### config.mk
export PLATFORM = sky130hd
export DESIGN_NAME = ball_collision_responder
export DESIGN_NICKNAME = d
export VERILOG_FILES = /design/src/rtl/ball_pkg.sv /design/src/rtl/hit_side_classifier.sv /design/src/rtl/ball_collision_responder.sv
export SDC_FILE = /design/constraint.sdc
export NUM_CORES = 1
export LEC_CHECK = 0
export ABC_AREA = 1
export BUFFER_PORTS_ARGS = -buffer_cell sky130_fd_sc_hd__clkbuf_2
export CORE_ASPECT_RATIO = 0.6
export CORE_MARGIN = 5
export CORE_UTILIZATION = 45
export DETAILED_ROUTE_END_ITERATION = 12
export PLACE_DENSITY = 0.75
export SETUP_SLACK_MARGIN = 0.1
export SYNTH_ARGS = -nofsm -noshare
export SYNTH_HDL_FRONTEND = slang
export SYNTH_SLANG_ARGS = --single-unit
### constraint.sdc
create_clock -name clk -period 3.9 [get_ports clk]
set_input_delay 0.195 -clock clk [delete_from_list [all_inputs] [get_ports clk]]
set_output_delay 0.195 -clock clk [all_outputs]
set_load 0.005 [all_outputs]
### src/rtl/ball_pkg.sv
// ball_pkg: shared constants, FSM states and hit-side flags for the ball collision responder.
package ball_pkg;
   localparam int FIXED_POINT_SHIFT = 6;
   localparam int LEFT_EDGE = 0;
   localparam int RIGHT_EDGE = 639;
   localparam int TOP_EDGE = 0;
   localparam int BOTTOM_EDGE = 479;
   localparam int SPEED_W = 10;
   localparam int POS_W = 18;
   typedef enum logic [1:0] {S_COLLECT, S_SPEED, S_MOVE} state_t;
   typedef struct packed {
      logic top;
      logic bot;
      logic left;
      logic right;
      logic paddle;
   } hit_sides_t;
   function automatic logic signed [SPEED_W-1:0] sabs(input logic signed [SPEED_W-1:0] v);
      return v < 0 ? -v : v;
   endfunction
   function automatic logic signed [SPEED_W-1:0] clamp_speed(input int v, input int max_speed);
      return SPEED_W'(v > max_speed ? max_speed : v < -max_speed ? -max_speed : v);
   endfunction
endpackage

### src/rtl/hit_side_classifier.sv
// hit_side_classifier: maps the current scan pixel to the ball face(s) it lies on.
module hit_side_classifier
   import ball_pkg::*;
#(
   parameter int BALL_SIZE = 16,
   parameter int EDGE_BAND = 4
) (
   input  logic [10:0]        pixelX,
   input  logic [10:0]        pixelY,
   input  logic signed [10:0] topLeftX,
   input  logic signed [10:0] topLeftY,
   input  logic               hit_paddle,
   output hit_sides_t         sides
);
   logic signed [11:0] dx, dy;
   assign dx = $signed({1'b0, pixelX}) - $signed({topLeftX[10], topLeftX});
   assign dy = $signed({1'b0, pixelY}) - $signed({topLeftY[10], topLeftY});
   assign sides.top = int'(dy) < EDGE_BAND;
   assign sides.bot = int'(dy) >= BALL_SIZE - EDGE_BAND;
   assign sides.left = int'(dx) < EDGE_BAND;
   assign sides.right = int'(dx) >= BALL_SIZE - EDGE_BAND;
   assign sides.paddle = hit_paddle;
endmodule

### src/rtl/ball_collision_responder.sv
// ball_collision_responder: accumulates per-pixel ball hits, bounces and moves the ball once per frame.
// Optional paddle spin (X kick from paddle hit offset) is built when PADDLE_SPIN_EN is defined.
module ball_collision_responder
   import ball_pkg::*;
#(
   parameter int INITIAL_X = 280,
   parameter int INITIAL_Y = 185,
   parameter int INITIAL_X_SPEED = 40,
   parameter int INITIAL_Y_SPEED = -20,
   parameter int BALL_SIZE = 16,
   parameter int EDGE_BAND = 4,
   parameter int MAX_SPEED = 255
) (
   input  logic                      clk,
   input  logic                      resetN,
   input  logic                      startOfFrame,
   input  logic                      collision,
   input  logic                      hit_paddle,
   input  logic [10:0]               pixelX,
   input  logic [10:0]               pixelY,
   output logic signed [10:0]        topLeftX,
   output logic signed [10:0]        topLeftY,
   output logic signed [SPEED_W-1:0] Xspeed,
   output logic signed [SPEED_W-1:0] Yspeed,
   output logic                      bounce_pulse
);
   state_t state, next_state;
   hit_sides_t sides, hit_now, acc, app;
   logic signed [POS_W-1:0] posX, posY;
   logic signed [SPEED_W-1:0] x_face, x_wall, y_face, y_wall, x_next, y_next;
   logic take, bounce_next;
   int spin;
   hit_side_classifier #(.BALL_SIZE(BALL_SIZE), .EDGE_BAND(EDGE_BAND)) u_classifier (
      .pixelX(pixelX),
      .pixelY(pixelY),
      .topLeftX(topLeftX),
      .topLeftY(topLeftY),
      .hit_paddle(hit_paddle),
      .sides(sides)
   );
   assign take = (state == S_COLLECT) && startOfFrame;
   assign topLeftX = posX[FIXED_POINT_SHIFT +: 11];
   assign topLeftY = posY[FIXED_POINT_SHIFT +: 11];
   always_comb begin
      hit_now = collision ? sides : '0;
      hit_now.paddle = hit_paddle;
   end
   always_ff @(posedge clk or negedge resetN)
      if (!resetN) state <= S_COLLECT;
      else state <= next_state;
   always_comb
      next_state = take ? S_SPEED : (state == S_SPEED) ? S_MOVE : (state == S_MOVE) ? S_COLLECT : state;
`ifdef PADDLE_SPIN_EN
   logic [10:0] acc_hitX, app_hitX;
   always_ff @(posedge clk or negedge resetN)
      if (!resetN) begin
         acc_hitX <= '0;
         app_hitX <= '0;
      end else if (take) begin
         app_hitX <= acc_hitX;
         if (hit_paddle) acc_hitX <= pixelX;
      end else if (hit_paddle && !acc.paddle) acc_hitX <= pixelX;
   assign spin = app.paddle ? (int'(app_hitX) - int'(topLeftX) - BALL_SIZE / 2) <<< 2 : 0;
`else
   assign spin = 0;
`endif
   // Sign forcing only: a ball already leaving a face or wall keeps its direction.
   always_comb begin
      x_face = (app.left && !app.right) ? sabs(Xspeed) : (app.right && !app.left) ? -sabs(Xspeed) : Xspeed;
      x_wall = (int'(topLeftX) <= LEFT_EDGE) ? sabs(x_face) : (int'(topLeftX) + BALL_SIZE > RIGHT_EDGE) ? -sabs(x_face) : x_face;
      y_face = app.paddle ? -sabs(Yspeed) : (app.top && !app.bot) ? sabs(Yspeed) : (app.bot && !app.top) ? -sabs(Yspeed) : Yspeed;
      y_wall = (int'(topLeftY) <= TOP_EDGE) ? sabs(y_face) : (int'(topLeftY) + BALL_SIZE > BOTTOM_EDGE) ? -sabs(y_face) : y_face;
      x_next = clamp_speed(int'(x_wall) + spin, MAX_SPEED);
      y_next = clamp_speed(int'(y_wall), MAX_SPEED);
      bounce_next = (x_next[SPEED_W-1] != Xspeed[SPEED_W-1]) || (y_next[SPEED_W-1] != Yspeed[SPEED_W-1]);
   end
   always_ff @(posedge clk or negedge resetN)
      if (!resetN) begin
         acc <= '0;
         app <= '0;
         Xspeed <= SPEED_W'(INITIAL_X_SPEED);
         Yspeed <= SPEED_W'(INITIAL_Y_SPEED);
         posX <= POS_W'(INITIAL_X <<< FIXED_POINT_SHIFT);
         posY <= POS_W'(INITIAL_Y <<< FIXED_POINT_SHIFT);
         bounce_pulse <= 1'b0;
      end else begin
         acc <= (take ? '0 : acc) | hit_now;
         if (take) app <= acc;
         bounce_pulse <= (state == S_SPEED) && bounce_next;
         if (state == S_SPEED) begin
            Xspeed <= x_next;
            Yspeed <= y_next;
         end
         if (state == S_MOVE) begin
            posX <= posX + POS_W'(Xspeed);
            posY <= posY + POS_W'(Yspeed);
         end
      end
endmodule
==> summary.txt, run 1 <==
Run status
  • Status: complete, but fails checks
  • Failing checks: hold timing, setup timing

CTS
  • Clock Pin Slew Worst Setup and Hold Paths: 0.06 ns
  • Number of clock buffers inserted by TritonCTS: 9
  • Clock root buffer master: clkbuf_16
  • Clock insertion delay at the later pin of the skew report: 0.33 ns
  • TritonCTS sink count: 67
  • Clock tree from TritonCTS: yes
  • Number of H-tree levels: 3
  • Maximum clock insertion buffer count: 2

Synth
  • Post-synthesis share of cell area spent on and, or, nand and nor gates: 32.2%
  • Register bit count reported by yosys: 67
  • Synthesized netlist cell count: 1,217
  • Most used standard cell by instance count after synthesis: nand2_1
  • Post-Syn Area: 7820 um2
  • Synthesized-area fraction occupied by adder cells: 11.6%
  • Xor/xnor share of the synthesized area: 5.60%
  • Primary FF master, synth: dfrtp_1
  • Fraction of post-synthesis cell area in the top cell type by area: 16.0%
  • Number of enable flip-flop cells after synthesis: 0
  • Number of synthesis warnings: 0
  • Share of synthesized flip-flops with an asynchronous set or reset: 100%
  • Syn_nets: 1,314
  • Distinct cell type count of the synthesized netlist: 48
  • Sequential share of the synthesized area: 21.7%
  • Post-synthesis compound-gate area fraction: 17.3%
  • Most area-consuming cells after synthesis: dfrtp_1 (16%), nand2_1 (14%), ha_1 (11%)
  • Yosys top cell by area: dfrtp_1
  • Synth top cells by count: nand2_1 (298), inv_1 (163), o21ai_0 (101), nand3_1 (96), nor2_1 (94)
  • Dominant combinational cell family by area after synthesis: simple AND/OR/NAND/NOR gates
  • Share of cell area taken by muxes after synthesis: 0%
  • Synthesized area per cell: 6.42 um2

Worst setup path
  • Worst-case register-to-register setup slack: -0.17 ns
  • Critical Path Fanout Max: 6
  • Number of cells on the worst reg-to-reg path: 24
  • Critical Path Start Type: register
  • Critical path arrival: 4.25 ns
  • Source of the worst register-to-register timing path: Yspeed[2]
  • Worst r2r dst: Yspeed[1]
  • Kind of end point of the critical path: register
  • Setup CP Type: reg -> reg
  • Data required time at the worst endpoint: 4.08 ns

Finish
  • Fillers: 1,473
  • Combined area of the multi-input logic cells: 5800 um2
  • Net count, final: 1,492
  • Total inserted antenna cells: 0
  • Share of final-layout standard cells stronger than drive strength 1: 30.1%
  • Area growth, synth to finish: 30.6%
  • Register cell area after layout: 1700 um2

Detailed routing
  • First DRT Iteration DRCs: 884
  • Final antenna-violating net count: 0
  • Via count: 8,948
  • Post-route DRC: 0
  • Detailed-route wire length per cell: 15.4 um
  • Drt first pass iters: 5
  • Wirelength, routed: 25,200 um
  • Via density per instance: 5.48

Placement
  • Pre-CTS setup slack: -0.202 ns
  • Routability congestion estimate from global placement: 0.951
  • Number of buffers added on ports: 69
  • HPWL Detailed: 18,000 um

STA
  • Clock Skews: 0.00904 ns
  • Relative slew margins: 40.2%
  • Count of final max-slew check failures: 0
  • Final-report setup violation count: 15
  • Worst Slack Setup Final: -0.168 ns
  • RSZ-0062 raised after global routing: true
  • Tcrit/Tclk final: 104%
  • Worst-case hold slack: -0.0144 ns
  • Tightest Pin Transition: 0.896 ns
  • Final Hold Violating Endpoints: 6
  • Highest achievable clock rate: 0.246 GHz
  • Post-layout minimum cycle time: 4.07 ns

Floorplan
  • Area of the die: 20,200 um2
  • Number of standard-cell rows in the floorplan: 37
  • Starting density of the core: 45.8%
  • Height of the die: 112 um
  • Overall die width: 180 um
  • Area of the core: 17,100 um2
  • Num ports: 70

GRT
  • Global routing usage summed across all routing layers: 23.1%
  • Overall overflow remaining after global route: 0
  • Largest net degree at the start of global routing: 41
  • First-pass GRT wire length: 39,600 um
  • Antenna violations before repair: 0
  • Via count of the first global-routing pass: 8,030

Job
  • Maximum capacitance violations: 0

Worst hold path
  • Worst hold path class: in -> async
critical path, stage by stage, from the launching register on:
cell	delay [ns]
dfstp_2	0.56
clkinvlp_4	0.19
nand3_4	0.13
nand2_2	0.06
o211ai_1	0.10
nand2_1	0.12
buf_4	0.17
nor2_1	0.18
nand3_1	0.15
o21ai_0	0.17
nand3_1	0.12
o21ai_1	0.22
inv_1	0.10
nor3_1	0.21
nand4_1	0.21
nand3_1	0.14
nand3_1	0.09
nand2_2	0.09
nand2_4	0.05
nand3b_1	0.19
ha_4	0.34
buf_6	0.14
nor2_2	0.03
nor2_1	0.11
a21oi_1	0.05
layout by cell type (no fill, tap or decap), types with 11 or more instances in the layout:
cell,synthesis,final
nor2_4,1,18
dfstp_2,17,17
xnor2_1,16,16
inv_1,163,146
nor2_2,9,23
o21ai_1,4,14
dfrtp_1,50,49
o21ai_0,101,86
clkbuf_2,0,68
nand3_1,96,77
inv_2,6,20
nand4_1,20,20
nand2_2,15,40
nor3_1,11,11
nor2_1,94,63
a21oi_1,91,79
a21oi_2,1,12
xor2_1,34,33
ha_1,66,56
buf_6,1,11
nand2_1,298,270
buf_4,23,130
nand3_2,4,22
timing repair:
| action | in CTS | in global routing |
|---|---|---|
| gates cloned | 0 | 0 |
| hold buffers | 0 | 0 |
| buffers inserted | 35 | 16 |
| pin swaps | 55 | 55 |
| resized for setup | 90 | 99 |
| endpoints found under the setup margin | 21 | 23 |
flip-flops by register name, indices dropped and copies added (netlist names):
signal / flops
Yspeed: 10
app: 5
state: 2
Xspeed: 10
bounce_pulse: 1
posY: 17
acc: 5
posX: 17
worst max path at each step:
stage                         start   endpoint  slack (ns)  cells after the start
final                     Yspeed[2]  Yspeed[1]       -0.17                     24
after global routing      Yspeed[0]  Yspeed[1]       -0.35                     31
after CTS                 Yspeed[0]  Yspeed[6]        0.05                     30
after detailed placement  Yspeed[1]  Yspeed[5]       -0.20                     27
after global placement    Yspeed[1]  Yspeed[5]       -0.14                     27
after floorplan           Xspeed[1]  Xspeed[1]        0.11                     30
kinds of logic after synthesis:
logic type / count (synthesis)
AO/OA/AOI/OAI: 245
flip-flops: 67
adder cells (fa/ha/maj): 70
XOR/XNOR: 50
buffers and inverters: 215
AND/OR/NAND/NOR: 570
per-layer routing:
metal	vias to the layer above	wire, um	part of all wire [%]	track usage [%]
met1	4134	11600	46	34.4
li1	4358	-	-	-
met2	397	10800	43	35.1
met5	-	0	0	0
met3	59	2270	9.0	4.76
met4	0	522	2.1	3.73
layout make-up:
| cell class | count | share of cell area [%] |
|---|---|---|
| Clock buffer | 15 | 2.92 |
| Inverter | 171 | 6.37 |
| Timing Repair Buffer | 211 | 14.3 |
| Multi-Input combinational cell | 935 | 56.8 |
| Sequential cell | 67 | 16.6 |
| Clock inverter | 1 | 0.0490 |
| Tap cell | 234 | 2.87 |
stage by stage:
| stage | area (um2) | setup TNS [ns] | instances | util, % |
|---|---|---|---|---|
| floorplan | 7820 | 0 | 1217 | - |
| global placement | 8900 | -0.893 | 1569 | 52.1 |
| detailed placement | 8900 | -2.08 | 1569 | 52.1 |
| CTS | 9810 | 0 | 1619 | 57.4 |
| global route | 10200 | -4.84 | 1634 | 59.8 |
| finish | 10200 | -1.15 | 1634 | 59.8 |
Power of run 1 is left out: the tool's default activity adds up to more than one toggle a clock period on the data nets, which glitch-free logic cannot reach.
==> run 2: changes to the inputs <==
CELL_PAD_IN_SITES_DETAIL_PLACEMENT = 1   (was unset)
CELL_PAD_IN_SITES_GLOBAL_PLACEMENT = 1   (was unset)
CORE_UTILIZATION = 39   (was 45)
PLACE_DENSITY = 0.87   (was 0.75)
==> run 2 against run 1 <==
Flip-flop and latch count did not move. Via count rose by 11%. Clock skew rose by 0.0062 ns. The flow still finishes with violations (hold timing, setup timing). Setup slack got worse by 0.32 ns. Hold slack got worse by 0.027 ns. Critical path depth rose by 3. Largest cell class unchanged.
==> summary.txt, run 2 (same netlist as run 1, synthesis figures left out) <==
Finish
  • Leading registers by flop count: posX (17), posY (17) (unchanged)
  • Area growth, synth to finish: 34.7% (was 30.6%)
  • Most frequent cells in the layout: nand2_1 (256), inv_1 (140), buf_4 (139) (was nand2_1 (270), inv_1 (146), buf_4 (130))
  • Total inserted antenna cells: 0 (unchanged)
  • Share of final-layout standard cells stronger than drive strength 1: 32.6% (was 30.1%)
  • Most common library cell in the layout ignoring fill and taps: nand2_1 (unchanged)
  • Net count, final: 1,498 (was 1,492)

CTS
  • Clock tree from TritonCTS: yes (unchanged)
  • Clock insertion delay at the later pin of the skew report: 0.36 ns (was 0.33 ns)
  • Clock root buffer master: clkbuf_16 (unchanged)
  • Clock Pin Slew Worst Setup and Hold Paths: 0.07 ns (was 0.06 ns)
  • Number of clock buffers inserted by TritonCTS: 9 (unchanged)
  • Number of H-tree levels: 3 (unchanged)
  • Maximum clock insertion buffer count: 2 (unchanged)
  • TritonCTS sink count: 67 (unchanged)

Worst setup path
  • Kind of end point of the critical path: register (unchanged)
  • Data required time at the worst endpoint: 4.17 ns (was 4.08 ns)
  • Setup CP Type: reg -> reg (unchanged)
  • Critical Path Fanout Max: 6 (unchanged)
  • Critical path arrival: 4.66 ns (was 4.25 ns)
  • Critical Path Start Type: register (unchanged)

STA
  • Tcrit/Tclk final: 113% (was 104%)
  • Worst-case hold slack: -0.0411 ns (was -0.0144 ns)
  • Post-layout minimum cycle time: 4.39 ns (was 4.07 ns)
  • Final Hold Violating Endpoints: 10 (was 6)
  • Relative slew margins: 37.1% (was 40.2%)
  • Count of final max-slew check failures: 0 (unchanged)
  • Clock Skews: 0.0152 ns (was 0.00904 ns)
  • Highest achievable clock rate: 0.228 GHz (was 0.246 GHz)
  • Final-report setup violation count: 22 (was 15)
  • Worst Slack Setup Final: -0.488 ns (was -0.168 ns)
  • Tightest Pin Transition: 0.944 ns (was 0.896 ns)
  • Sum of negative setup slack: -7.16 ns (was -1.15 ns)
  • RSZ-0062 raised after global routing: true (unchanged)

Placement
  • HPWL Detailed: 23,000 um (was 18,000 um)
  • Number of buffers added on ports: 69 (unchanged)
  • Pre-CTS setup slack: -0.331 ns (was -0.202 ns)
  • Routability congestion estimate from global placement: 0.897 (was 0.951)

Detailed routing
  • Post-route DRC: 0 (unchanged)
  • First DRT Iteration DRCs: 712 (was 884)
  • Wirelength, routed: 38,100 um (was 25,200 um)
  • Via density per instance: 5.89 (was 5.48)
  • Detailed-route wire length per cell: 22.7 um (was 15.4 um)
  • Via count: 9,888 (was 8,948)
  • Drt first pass iters: 5 (unchanged)
  • Final antenna-violating net count: 0 (unchanged)

Floorplan
  • Area of the die: 23,100 um2 (was 20,200 um2)
  • Area of the core: 19,900 um2 (was 17,100 um2)
  • Num ports: 70 (unchanged)
  • Starting density of the core: 39.4% (was 45.8%)
  • Number of standard-cell rows in the floorplan: 40 (was 37)
  • Overall die width: 193 um (was 180 um)
  • Height of the die: 120 um (was 112 um)

GRT
  • Overall overflow remaining after global route: 0 (unchanged)
  • First-pass GRT wire length: 53,700 um (was 39,600 um)
  • Global routing usage summed across all routing layers: 29.0% (was 23.1%)
  • Largest net degree at the start of global routing: 68 (was 41)
  • Antenna violations before repair: 0 (unchanged)
  • Via count of the first global-routing pass: 10,000 (was 8,030)

Job
  • Maximum capacitance violations: 0 (unchanged)

Run status
  • Status: complete, but fails checks (unchanged)
  • Failing checks: hold timing, setup timing (unchanged)

Worst hold path
  • Worst hold path class: in -> async (unchanged)
run 2: cell count changes in the layout (fill, tap and decap cells not counted), sizes merged:
cell / before / now
inv: 168 / 170
clkbuf: 83 / 77
clkinvlp: 1 / 2
bufinv: 0 / 1
buf: 143 / 149
clkinv: 3 / 5
run 2: layout make-up:
type	count	area [um2]
flip-flops and latches	67	1700
inverters	171	649
fillers	2593	9340
clock buffers	9	225
multi-input cells	935	6010
clock inverters	7	76.3
repair buffers	217	1530
well taps	273	342
run 2: per-layer routing:
layer | part of all wire (%) | up-vias | global-route usage [%] | wire length (um)
met5 | 0 | - | 0 | 0
met1 | 40 | 4861 | 37.0 | 15300
li1 | - | 4346 | - | -
met2 | 47 | 513 | 48.6 | 17900
met4 | 5.2 | 0 | 8.99 | 1990
met3 | 7.6 | 168 | 6.77 | 2880
run 2: path summary, 6_finish.rpt:
kind,cells past startpoint,end,slack [ns],start
max,27,Yspeed[4],-0.49,Yspeed[2]
min,1,posY[5],-0.04,resetN
max reg2reg,27,Yspeed[4],-0.49,Yspeed[2]
min reg2reg,0,state[1],0.45,state[0]
max in group asynchronous,1,Xspeed[2],3.25,resetN
min in group clk,2,acc[0],0.07,hit_paddle
run 2: metrics by stage:
stage	util [%]	hold slack, ns	instances	area [um2]
2_1_floorplan	-	-0.101	1217	7820
3_3_place_gp	45.3	0.360	1614	9000
3_5_place_dp	45.3	0.374	1614	9000
4_1_cts	50.0	0.00449	1656	9940
5_1_grt	53.0	0.0348	1679	10500
6_report	53.0	-0.0411	1679	10500
run 2: repair_timing:
item | in CTS | in global routing
hold buffers | 0 | 0
resized for setup | 121 | 130
setup buffers | 26 | 23
pin swaps | 62 | 77
endpoints found under the setup margin | 22 | 24
run 2: worst max-delay path, stage by stage, from the launching register on:
cell	delay, ns
dfstp_2	0.57
inv_1	0.12
buf_4	0.18
o21ai_1	0.12
nand2_2	0.12
buf_4	0.17
xnor2_1	0.15
nand2_1	0.12
nand2_2	0.16
inv_1	0.16
nor2_4	0.15
nand2_4	0.07
nor2_4	0.13
nand3_2	0.10
nand3_4	0.09
nand2_4	0.07
nor2_1	0.17
nand2_1	0.13
nor2_4	0.14
a21oi_2	0.06
o21a_1	0.12
o22ai_2	0.15
nand4_1	0.13
nand3b_1	0.15
ha_4	0.25
nor2_1	0.24
nor2_1	0.10
a21oi_1	0.16
Power of run 2 is left out for the same reason.
==> run 3: changes to the inputs <==
CORE_ASPECT_RATIO = unset   (was 0.6)
==> run 3 against run 2 <==
The flow still finishes with violations (hold timing, setup timing). Flip-flop and latch count unchanged. Non-clock buffer count down 19. Routed wire length up 0.69%. Via count up 0.82%. Critical endpoint is now Yspeed[5].
==> summary.txt, run 3 (same netlist as run 1, synthesis figures left out) <==
Floorplan
  • Num ports: 70 (unchanged)
  • Number of standard-cell rows in the floorplan: 51 (was 40)
  • Area of the core: 19,600 um2 (was 19,900 um2)
  • Overall die width: 152 um (was 193 um)
  • Starting density of the core: 39.9% (was 39.4%)
  • Height of the die: 152 um (was 120 um)
  • Area of the die: 23,000 um2 (was 23,100 um2)

Detailed routing
  • Final antenna-violating net count: 0 (unchanged)
  • Via count: 9,969 (was 9,888)
  • Detailed-route wire length per cell: 23.2 um (was 22.7 um)
  • Via density per instance: 6.03 (was 5.89)
  • Post-route DRC: 0 (unchanged)
  • Drt first pass iters: 6 (was 5)
  • First DRT Iteration DRCs: 846 (was 712)
  • Wirelength, routed: 38,300 um (was 38,100 um)

Worst setup path
  • Critical Path Fanout Max: 6 (unchanged)
  • Cell mode on critical path: ha_4
  • Max stage delay on crit path: 0.44 ns (was 0.57 ns)
  • Setup CP Type: reg -> reg (unchanged)
  • Kind of end point of the critical path: register (unchanged)
  • Critical Path Start Type: register (unchanged)
  • Slowest cell on the critical path: dfrtp_1 (was dfstp_2)
  • Data required time at the worst endpoint: 4.12 ns (was 4.17 ns)
  • Family of cells with the greatest summed delay on the critical path: simple AND/OR/NAND/NOR gates (unchanged)
  • Critical path arrival: 4.74 ns (was 4.66 ns)
  • Sum of buffers and inverters on the critical path: 3 (was 4)

Placement
  • Pre-CTS setup slack: -0.254 ns (was -0.331 ns)
  • Routability congestion estimate from global placement: 0.941 (was 0.897)
  • Placed Instances: 1,568 (was 1,614)
  • HPWL Detailed: 20,900 um (was 23,000 um)
  • Number of buffers added on ports: 69 (unchanged)

GRT
  • Largest net degree at the start of global routing: 68 (unchanged)
  • First-pass GRT wire length: 50,800 um (was 53,700 um)
  • Antenna violations before repair: 0 (unchanged)
  • Via count of the first global-routing pass: 9,966 (was 10,000)
  • Overall overflow remaining after global route: 0 (unchanged)
  • Global routing usage summed across all routing layers: 27.4% (was 29.0%)

CTS
  • TritonCTS sink count: 67 (unchanged)
  • Clock tree from TritonCTS: yes (unchanged)
  • Clock insertion delay at the later pin of the skew report: 0.35 ns (was 0.36 ns)
  • Number of H-tree levels: 3 (unchanged)
  • Clock Pin Slew Worst Setup and Hold Paths: 0.07 ns (about the same)
  • Maximum clock insertion buffer count: 2 (unchanged)
  • Number of clock buffers inserted by TritonCTS: 9 (unchanged)
  • Clock root buffer master: clkbuf_16 (unchanged)

Finish
  • Area growth, synth to finish: 33.4% (was 34.7%)
  • Share of final-layout standard cells stronger than drive strength 1: 32.4% (was 32.6%)
  • Number of standard cells in the layout, taps in and fillers out: 1,652 (was 1,679)
  • Fillers: 2,551 (was 2,593)
  • Most common library cell in the layout ignoring fill and taps: nand2_1 (unchanged)
  • Most frequent cells in the layout: nand2_1 (258), inv_1 (142), buf_4 (122) (was nand2_1 (256), inv_1 (140), buf_4 (139))
  • Total inserted antenna cells: 0 (unchanged)
  • Net count, final: 1,479 (was 1,498)
  • Leading registers by flop count: posX (17), posY (17) (unchanged)

STA
  • Count of final max-slew check failures: 0 (unchanged)
  • Final Hold Violating Endpoints: 8 (was 10)
  • Clock Skews: 0.0129 ns (was 0.0152 ns)
  • RSZ-0062 raised after global routing: true (unchanged)
  • Worst-case hold slack: -0.0291 ns (was -0.0411 ns)
  • Tightest Pin Transition: 0.974 ns (was 0.944 ns)
  • Worst Slack Setup Final: -0.615 ns (was -0.488 ns)
  • Tcrit/Tclk final: 116% (was 113%)
  • Highest achievable clock rate: 0.221 GHz (was 0.228 GHz)
  • Final-report setup violation count: 23 (was 22)
  • Post-layout minimum cycle time: 4.51 ns (was 4.39 ns)
  • Relative slew margins: 34.8% (was 37.1%)

Job
  • Maximum capacitance violations: 0 (unchanged)

Run status
  • Status: complete, but fails checks (unchanged)
  • Failing checks: hold timing, setup timing (unchanged)

Worst hold path
  • Worst hold path class: in -> async (unchanged)
run 3: changes by cell type in the layout (fill, tap and decap cells not counted), moves of 4 or more:
cell / change
nor2_2: +4
o21ai_1: -7
o21ai_0: -5
inv_2: -4
buf_4: -17
o21ai_2: +13
run 3: worst register-to-register path, stage by stage (launching register included):
cell	delay, ns
dfrtp_1	0.44
inv_2	0.15
ha_4	0.23
o21ai_4	0.21
buf_6	0.14
nand3_4	0.08
nor2_4	0.14
nand2_4	0.08
nor2_4	0.13
nand4_1	0.15
nand3_4	0.12
nand2_4	0.07
o21ai_2	0.18
inv_2	0.09
ha_4	0.24
a21oi_1	0.18
o21ai_0	0.14
o21ai_1	0.17
nand3_1	0.19
nor2_2	0.15
nand4_1	0.13
nand3b_1	0.18
ha_4	0.25
nor2_1	0.14
nor2_1	0.08
a21oi_1	0.32
run 3: what timing repair did:
item | CTS | global route
hold buffers | 0 | 0
pin swaps | 69 | 72
gates resized for setup | 118 | 140
setup endpoints to repair | 21 | 23
buffers inserted | 39 | 30
run 3: layer usage:
metal	global-route usage (%)	vias to the layer above	wire length [um]
li1	-	4303	-
met1	30.9	4807	13600
met2	50.8	622	19100
met3	4.61	237	2700
met4	11.5	0	2970
met5	0	-	0
run 3: layout make-up:
type,instances,area [um2],share of cell area (%)
Clock buffer,10,229,2.20
Clock inverter,6,114,1.09
Inverter,171,656,6.29
Multi-Input combinational cell,935,6040,57.9
Sequential cell,67,1700,16.3
Tap cell,265,332,3.18
Timing Repair Buffer,198,1360,13.1
run 3: path summary, 6_finish.rpt:
check                       endpoint  slack, ns  cells after the start  startpoint
min reg2reg                 state[1]       0.43                      0    state[0]
min in group clk              acc[0]       0.10                      2  hit_paddle
max                        Yspeed[5]      -0.61                     25   Yspeed[0]
max in group asynchronous     app[1]       3.31                      1      resetN
max reg2reg                Yspeed[5]      -0.61                     25   Yspeed[0]
min                          posY[7]      -0.03                      1      resetN
run 3: stage by stage:
| step | setup TNS [ns] | utilization [%] | cell area, um2 |
|---|---|---|---|
| floorplan | 0 | - | 7820 |
| global placement | -0.0724 | 44.4 | 8710 |
| detailed placement | -3.47 | 44.4 | 8710 |
| CTS | 0 | 49.6 | 9720 |
| global route | -10.53 | 53.2 | 10400 |
| finish | -7.18 | 53.2 | 10400 |
Power of run 3 is left out for the same reason.
